[config.mk]
export PLATFORM = sky130hd
export DESIGN_NAME = alu
export DESIGN_NICKNAME = d
export VERILOG_FILES = /design/src/rtl/alu.sv
export SDC_FILE = /design/constraint.sdc
export NUM_CORES = 1
export LEC_CHECK = 0
export CAP_MARGIN = 20
export CELL_PAD_IN_SITES_DETAIL_PLACEMENT = 0
export CELL_PAD_IN_SITES_GLOBAL_PLACEMENT = 2
export CORE_ASPECT_RATIO = 1.4
export CORE_MARGIN = 5
export CORE_UTILIZATION = 25
export CTS_CLUSTER_DIAMETER = 120
export DETAILED_ROUTE_END_ITERATION = 7
export PLACE_DENSITY = 0.89
export SYNTH_ARGS = -nofsm -noshare
export SYNTH_HDL_FRONTEND = slang
export SYNTH_SLANG_ARGS = --single-unit
[constraint.sdc]
create_clock -name clk -period 2.28 [get_ports clk]
set_clock_uncertainty 0.1 [all_clocks]
set_input_delay 0.456 -clock clk [delete_from_list [all_inputs] [get_ports clk]]
set_output_delay 0.456 -clock clk [all_outputs]
set_load 0.05 [all_outputs]
[src/rtl/alu.sv]
// alu: 8-bit registered ALU with enable-gated capture and a zero flag.
// Optional feature: define ALU_CARRY_EN to add the registered ADD carry-out
// port 'carry'. Without the macro the port and its register do not exist.
module alu (
  input  logic       clk,
  input  logic       rst,
  input  logic       alu_ena,
  input  logic [2:0] opcode,
  input  logic [7:0] accum,
  input  logic [7:0] data,
  output logic [7:0] out,
  output logic       zero
`ifdef ALU_CARRY_EN
  ,
  output logic       carry
`endif
);

  typedef enum logic [2:0] {
    OP_PASS0 = 3'b000,
    OP_PASS1 = 3'b001,
    OP_ADD   = 3'b010,
    OP_AND   = 3'b011,
    OP_XOR   = 3'b100,
    OP_PASSD = 3'b101,
    OP_PASS6 = 3'b110,
    OP_PASS7 = 3'b111
  } op_e;

  op_e        op;
  logic [7:0] add_res;
  logic [7:0] result;

  assign op = op_e'(opcode);

`ifdef ALU_CARRY_EN
  logic add_c;
  // 9-bit sum so bit 8 can feed the carry register
  assign {add_c, add_res} = {1'b0, accum} + {1'b0, data};
`else
  // plain 8-bit wrap-around add
  assign add_res = accum + data;
`endif

  // operation select; every unlisted opcode passes the accumulator
  always_comb begin
    result = accum;
    case (op)
      OP_ADD:   result = add_res;
      OP_AND:   result = accum & data;
      OP_XOR:   result = accum ^ data;
      OP_PASSD: result = data;
      default:  result = accum;
    endcase
  end

  // result register: loads on enabled edges, reset wins over enable
  always_ff @(posedge clk or posedge rst) begin
    if (rst)          out <= 8'h00;
    else if (alu_ena) out <= result;
  end

  // zero flag looks only at the registered result
  assign zero = ~|out;

`ifdef ALU_CARRY_EN
  // carry register: ADD carry-out, cleared by any other enabled opcode
  always_ff @(posedge clk or posedge rst) begin
    if (rst)          carry <= 1'b0;
    else if (alu_ena) carry <= (op == OP_ADD) ? add_c : 1'b0;
  end
`endif

endmodule

==> results of run 1 <==
[power by group]
part	total, mW	switching (mW)	internal, mW
Combinational	0.395	0.212	0.184
Clock	0.168	0.0541	0.114
Sequential	0.178	0.0154	0.163
[logic make-up after synthesis]
kind of cell             share of synthesized area, %
XOR/XNOR                                         5.61
multiplexers                                     10.8
AND/OR/NAND/NOR                                  16.6
buffers and inverters                            3.60
flip-flops                                       21.4
adder cells (fa/ha/maj)                          12.8
AO/OA/AOI/OAI                                    29.2
[per-layer routing]
metal  vias up  wire length (µm)  part of all wire, %
met1       507              1130                   37
met5         -                 0                    0
li1        540                 -                    -
met4         0                56                  1.8
met3         6                95                  3.1
met2        22              1790                   58
[cells in the mapped netlist]
cell type	count
a211oi_1	4
a21o_1	3
a21oi_1	18
a221oi_1	4
a221oi_2	1
a22oi_1	1
a31o_1	1
a31o_2	1
a31oi_1	1
and2_1	2
and3_2	1
buf_1	1
buf_2	3
clkbuf_1	3
dfrtp_1	8
fa_1	1
ha_1	8
inv_1	1
mux2_2	1
mux2i_1	9
nand2_1	8
nand3_1	1
nor2_1	16
nor2b_1	4
o211a_1	1
o21ai_0	3
o22ai_1	4
or4_1	2
xnor2_1	3
xor2_1	3
[what timing repair did]
| item | CTS | global route |
|---|---|---|
| resized for setup | 6 | 8 |
| setup buffers | 1 | 1 |
| hold buffers | 0 | 0 |
| cloned | 0 | 0 |
| setup endpoints to repair | 2 | 3 |
| pin swaps | 4 | 4 |
[per-stage QoR]
step | cells | setup TNS [ns] | setup slack, ns
final | 210 | 0 | 0.0518
after global routing | 210 | -0.00279 | -0.00279
after CTS | 209 | 0 | 0.00584
after detailed placement | 205 | -1.57 | -0.477
after global placement | 205 | -1.37 | -0.448
after floorplan | 117 | 0 | 0.0734
[final timing paths]
path / start / end / slack, ns / cells after the start
max: accum[1] / out[6] / 0.05 / 7
min: rst / out[1] / 0.36 / 2
max reg2reg: out[5] / out[5] / 1.33 / 3
min reg2reg: out[2] / out[2] / 0.44 / 1
max in group asynchronous: rst / out[0] / 1.49 / 2
min in group clk: out[2] / out[2] / 0.44 / 1
[placed cells by master, fill, tap and decap left out, types with 2 or more instances in the layout]
cell             Yosys  routed
xor2_1               3       3
clkdlybuf4s50_1      0      24
buf_4                0      24
clkbuf_8             0       3
o22ai_1              4       4
ha_1                 8       6
dlygate4sd2_1        0       2
o21ai_0              3       3
dlymetal6s2s_1       0       3
nor2b_1              4       4
nand2_1              8       7
a21oi_1             18      17
dfrtp_1              8       8
a221oi_1             4       3
a211oi_1             4       3
or4_1                2       2
xnor2_1              3       3
and2_1               2       2
nor2_1              16      15
buf_12               0       2
a21o_1               3       3
mux2i_1              9       9
[worst max-delay path, stage by stage]
cell and delay [ns]:
clkdlybuf4s50_1 0.46, fa_2 0.41, a21o_1 0.21, a221oi_2 0.24, xor2_1 0.10, o211a_1 0.22, a211oi_2 0.19
[cell type report]
cell class                 instances  area, µm²  share of cell area (%)
inverter                           1       3.75                   0.239
multi-input combinational        101        758                    48.2
sequential                         8        200                    12.7
timing repair buffer              55        515                    32.8
tap                               42       52.6                    3.34
clock buffer                       3       41.3                    2.63
==> metrics.csv, run 1 <==
stage,metric,value,unit
run_status,status,finished clean,
grt,GRT met1 Usage,12.1,%
sta,fmax,0.449,GHz
grt,total gr overflow,0,
cts,Root Buffer Master,clkbuf_8,
sta,final hold slack,0.363,ns
logic_synthesis,Ys Warns,0,
floorplan,core area,3640,µm²
place,port buffer count,30,
logic_synthesis,"Distinct cells, synth",30,
logic_synthesis,leading area contributor after synthesis,dfrtp_1,
logic_synthesis,Yosys reg bits,8,
finish,biggest regs,out (8),
critical_path,Worst EP arrival,2.27,ns
pwr,power consumption,0.742,mW
critical_path,critical path class,in2reg,
cts,Clock Path Buffers,2,
sta,Period minus WS final,2.23,ns
finish,# fillers,383,
finish,nets,201,
finish,max FFs per register,8,
logic_synthesis,Post-Syn Instances,117,
logic_synthesis,register area share after synthesis,21.4,%
grt,Top Usage Layer GRT,met2,
pwr,cell area power density,472,nW/µm²
floorplan,initial core utilization,25.7,%
routing,Routed WL,3.07,mm
critical_path,WP data required,2.32,ns
finish,Reg with most FFs,out,
sta,Max Slew Vio Count,0,
sta,Final Cycle Share,97.7,%
sta,Fin. Hold Viols,0,
routing,drt via density,5.12,
worst_hold_path,worst hold path class,in2async,
routing,via count,1075,
finish,post-route design area,1570,µm²
floorplan,Die Area,5090,µm²
critical_path,crit-path max FO,2,
sta,Slew @ Worst Pin,0.498,ns
cts,Clock H-tree levels,1,
routing,DR iter-0 viols,40,
logic_synthesis,synth top area cells,"dfrtp_1 21%, ha_1 11%, a21oi_1 9.6%, mux2i_1 9.6%, nor2_1 6.4%",
finish,Synth-to-Final Area Change,67.7,%
routing,drt drc,0,
place,Final GP Congestion,0.855,
place,Post-DP HPWL,2.54,mm
logic_synthesis,Netlist Area Pre-Place,937,µm²
routing,"antenna viol nets, final",0,
place,placed cell area,1460,µm²
pwr,worst vdd ir,0.234,mV
cts,Clock Pin Slew Worst Setup and Hold Paths,0.04,ns
finish,layout cells sized above 1,25.0,%
cts,Clock Latency Late Sink,0.23,ns
logic_synthesis,post-synth top area share,21.4,%
cts,CTS tree,done,
floorplan,Rows,26,
critical_path,Startpoint Class,input port,
grt,global-route wire length before repair,4.60,mm
cts,CTS sink cnt,8,
flow_run,Max Cap Viol,0,
floorplan,DIE WIDTH,61.7,µm
pwr,static leakage,0.706,nW
grt,initial antenna violation count,0,
sta,Setup-failing EPs final,0,
grt,total track usage,12.1,%
grt,M2 GR Usage,23.4,%
grt,vias in the first global route,1087,
sta,Rel. slew slack,66.7,%
logic_synthesis,Syn Area/Cell,8.01,µm²
critical_path,CP Capture Type,flop,
routing,drt first pass iters,4,
routing,Routed wire per std cell,14.6,µm
floorplan,die height,82.4,µm
grt,grt met3 use,2.18,%
finish,final core utilization,43.1,%
finish,Inserted Diodes,0,
floorplan,I/O pin total,31,
grt,pin count of the biggest net entering global routing,11,
logic_synthesis,Post-Synthesis Net Count,148,
cts,Inserted Clock Buffers,3,
Power figures use the tool's default switching activity.
==> run 2: changes to the inputs <==
==> constraint.sdc (replaced) <==
create_clock -name clk -period 2.48 [get_ports clk]
set_clock_uncertainty 0.1 [all_clocks]
set_input_delay 0.496 -clock clk [delete_from_list [all_inputs] [get_ports clk]]
set_output_delay 0.496 -clock clk [all_outputs]
set_load 0.05 [all_outputs]
==> run 2 against run 1 <==
Against the previous run:
- sequential share of layout area rose by 0.75 points
- utilization fell by 2.4 points
- critical path depth did not move
- critical path type unchanged
- largest cell class unchanged
- largest power group unchanged
- highest routed layer unchanged
==> metrics.csv, run 2 (same netlist as run 1, synthesis figures left out) <==
stage,metric,value,unit,change
run_status,status,finished clean,,unchanged
cts,CTS tree,done,,unchanged
sta,Sum Neg Setup Slack,0,ns,unchanged
routing,via count,1040,,"was 1,075"
sta,Setup-failing EPs final,0,,unchanged
place,Final GP Congestion,0.802,,was 0.855
critical_path,critical path class,in2reg,,unchanged
sta,RSZ-0062 raised after global routing,false,,
critical_path,Worst R2R Path Depth,3,,unchanged
sta,Slew @ Worst Pin,0.507,ns,was 0.498 ns
finish,Reg with most FFs,out,,unchanged
pwr,worst vdd ir,0.205,mV,was 0.234 mV
critical_path,WP data required,2.49,ns,was 2.32 ns
routing,Routed wire per std cell,14.1,µm,was 14.6 µm
pwr,cell area power density,445,nW/µm²,was 472 nW/µm²
critical_path,Worst EP arrival,2.31,ns,was 2.27 ns
floorplan,die height,82.4,µm,unchanged
routing,Routed WL,2.87,mm,was 3.07 mm
floorplan,core area,3640,µm²,unchanged
place,pre-CTS WS,-0.378,ns,was -0.477 ns
floorplan,I/O pin total,31,,unchanged
routing,"antenna viol nets, final",0,,unchanged
finish,nets,194,,was 201
flow_run,Max Cap Viol,0,,unchanged
routing,DR iter-0 viols,20,,was 40
finish,"most common cell after layout, fill and taps aside",clkdlybuf4s50_1,,
critical_path,CP Capture Type,flop,,unchanged
worst_hold_path,worst hold path class,in2async,,unchanged
cts,Clock Path Buffers,2,,unchanged
sta,Fin. Hold Viols,0,,unchanged
critical_path,FF-to-FF Start,out[5],,unchanged
cts,Inserted Clock Buffers,3,,unchanged
cts,CTS sink cnt,8,,unchanged
grt,total track usage,12.1,%,about the same
place,Post-DP HPWL,2.43,mm,was 2.54 mm
cts,Root Buffer Master,clkbuf_8,,unchanged
finish,max FFs per register,8,,unchanged
cts,Clock Latency Late Sink,0.22,ns,was 0.23 ns
pwr,static leakage,0.657,nW,was 0.706 nW
finish,Synth-to-Final Area Change,58.3,%,was 67.7%
finish,layout cells sized above 1,19.3,%,was 25.0%
grt,global-route wire length before repair,4.63,mm,was 4.60 mm
cts,Clock H-tree levels,1,,unchanged
critical_path,crit-path max FO,4,,was 2
critical_path,Startpoint Class,input port,,unchanged
routing,drt via density,5.12,,about the same
floorplan,DIE WIDTH,61.7,µm,unchanged
critical_path,RR Endpoint,out[5],,unchanged
grt,pin count of the biggest net entering global routing,14,,was 11
floorplan,Die Area,5090,µm²,unchanged
grt,total gr overflow,0,,unchanged
routing,drt first pass iters,3,,was 4
sta,worst setup margin,0.179,ns,was 0.0518 ns
grt,initial antenna violation count,0,,unchanged
sta,Max Slew Vio Count,0,,unchanged
finish,final core utilization,40.7,%,was 43.1%
grt,vias in the first global route,1025,,"was 1,087"
sta,Final Cycle Share,92.8,%,
floorplan,Rows,26,,unchanged
cts,number of hold-repair buffers added at the cts stage,0,,unchanged
sta,Rel. slew slack,66.1,%,was 66.7%
finish,Inserted Diodes,0,,unchanged
cts,Clock Pin Slew Worst Setup and Hold Paths,0.04,ns,about the same
sta,fmax,0.435,GHz,
finish,most frequent cells in the layout,"27 x clkdlybuf4s50_1, 18 x a21oi_1, 18 x buf_4, 16 x nor2_1, 9 x mux2i_1",,"was 24 x clkdlybuf4s50_1, 24 x buf_4, 17 x a21oi_1, 15 x nor2_1, 9 x mux2i_1"
sta,Period minus WS final,2.30,ns,
floorplan,initial core utilization,25.7,%,unchanged
routing,drt drc,0,,unchanged
finish,biggest regs,out (8),,unchanged
place,port buffer count,30,,unchanged
critical_path,R2R setup slack,1.53,ns,was 1.33 ns
[run 2: per-layer routing]
metal / wire [µm] / GRT usage [%]
met5: 0 / 0
met3: 87 / 1.71
met1: 1070 / 12.7
met2: 1680 / 24.0
met4: 27 / 3.18
[run 2: report_power, final]
part	internal, mW	leakage, nW	switching, mW
Combinational	0.156	0.546	0.186
Sequential	0.150	0.0894	0.0145
Clock	0.105	0.0216	0.0482
[run 2: how the worst max path moves through the flow]
stage                  start     end  depth (start not counted)
CTS                  data[0]  out[6]                          8
finish              accum[4]  out[7]                          7
detailed placement  accum[0]  out[6]                          8
global placement    accum[0]  out[6]                          8
floorplan             out[4]    zero                          2
global route        accum[4]  out[7]                          7
[run 2: final cells by class]
class / instances / area (µm²)
Sequential cell: 8 / 200
Fill cell: 376 / 2160
Tap cell: 42 / 52.6
Multi-Input combinational cell: 101 / 736
Inverter: 1 / 3.75
Clock buffer: 3 / 41.3
Timing Repair Buffer: 48 / 450
[run 2: stage by stage]
| stage | instances | area [µm²] | power, mW | hold WS, ns |
|---|---|---|---|---|
| final | 203 | 1480 | 0.660 | 0.427 |
| after global routing | 203 | 1480 | 0.706 | 0.469 |
| after CTS | 203 | 1460 | 0.659 | 0.432 |
| after detailed placement | 200 | 1410 | 0.502 | 0.422 |
| after global placement | 200 | 1410 | 0.495 | 0.416 |
| after floorplan | 117 | 937 | 0.363 | 0.212 |
[run 2: worst max-delay path: stages]
cell and delay (ns):
clkdlybuf4s50_1 0.43, ha_1 0.35, a21o_1 0.23, a21o_1 0.19
a221oi_2 0.29, xnor2_1 0.11, a31o_1 0.22
[run 2: what timing repair did]
item,in CTS,in global routing
resized for setup,3,5
setup buffers,0,0
endpoints found under the setup margin,2,2
pin swaps,0,6
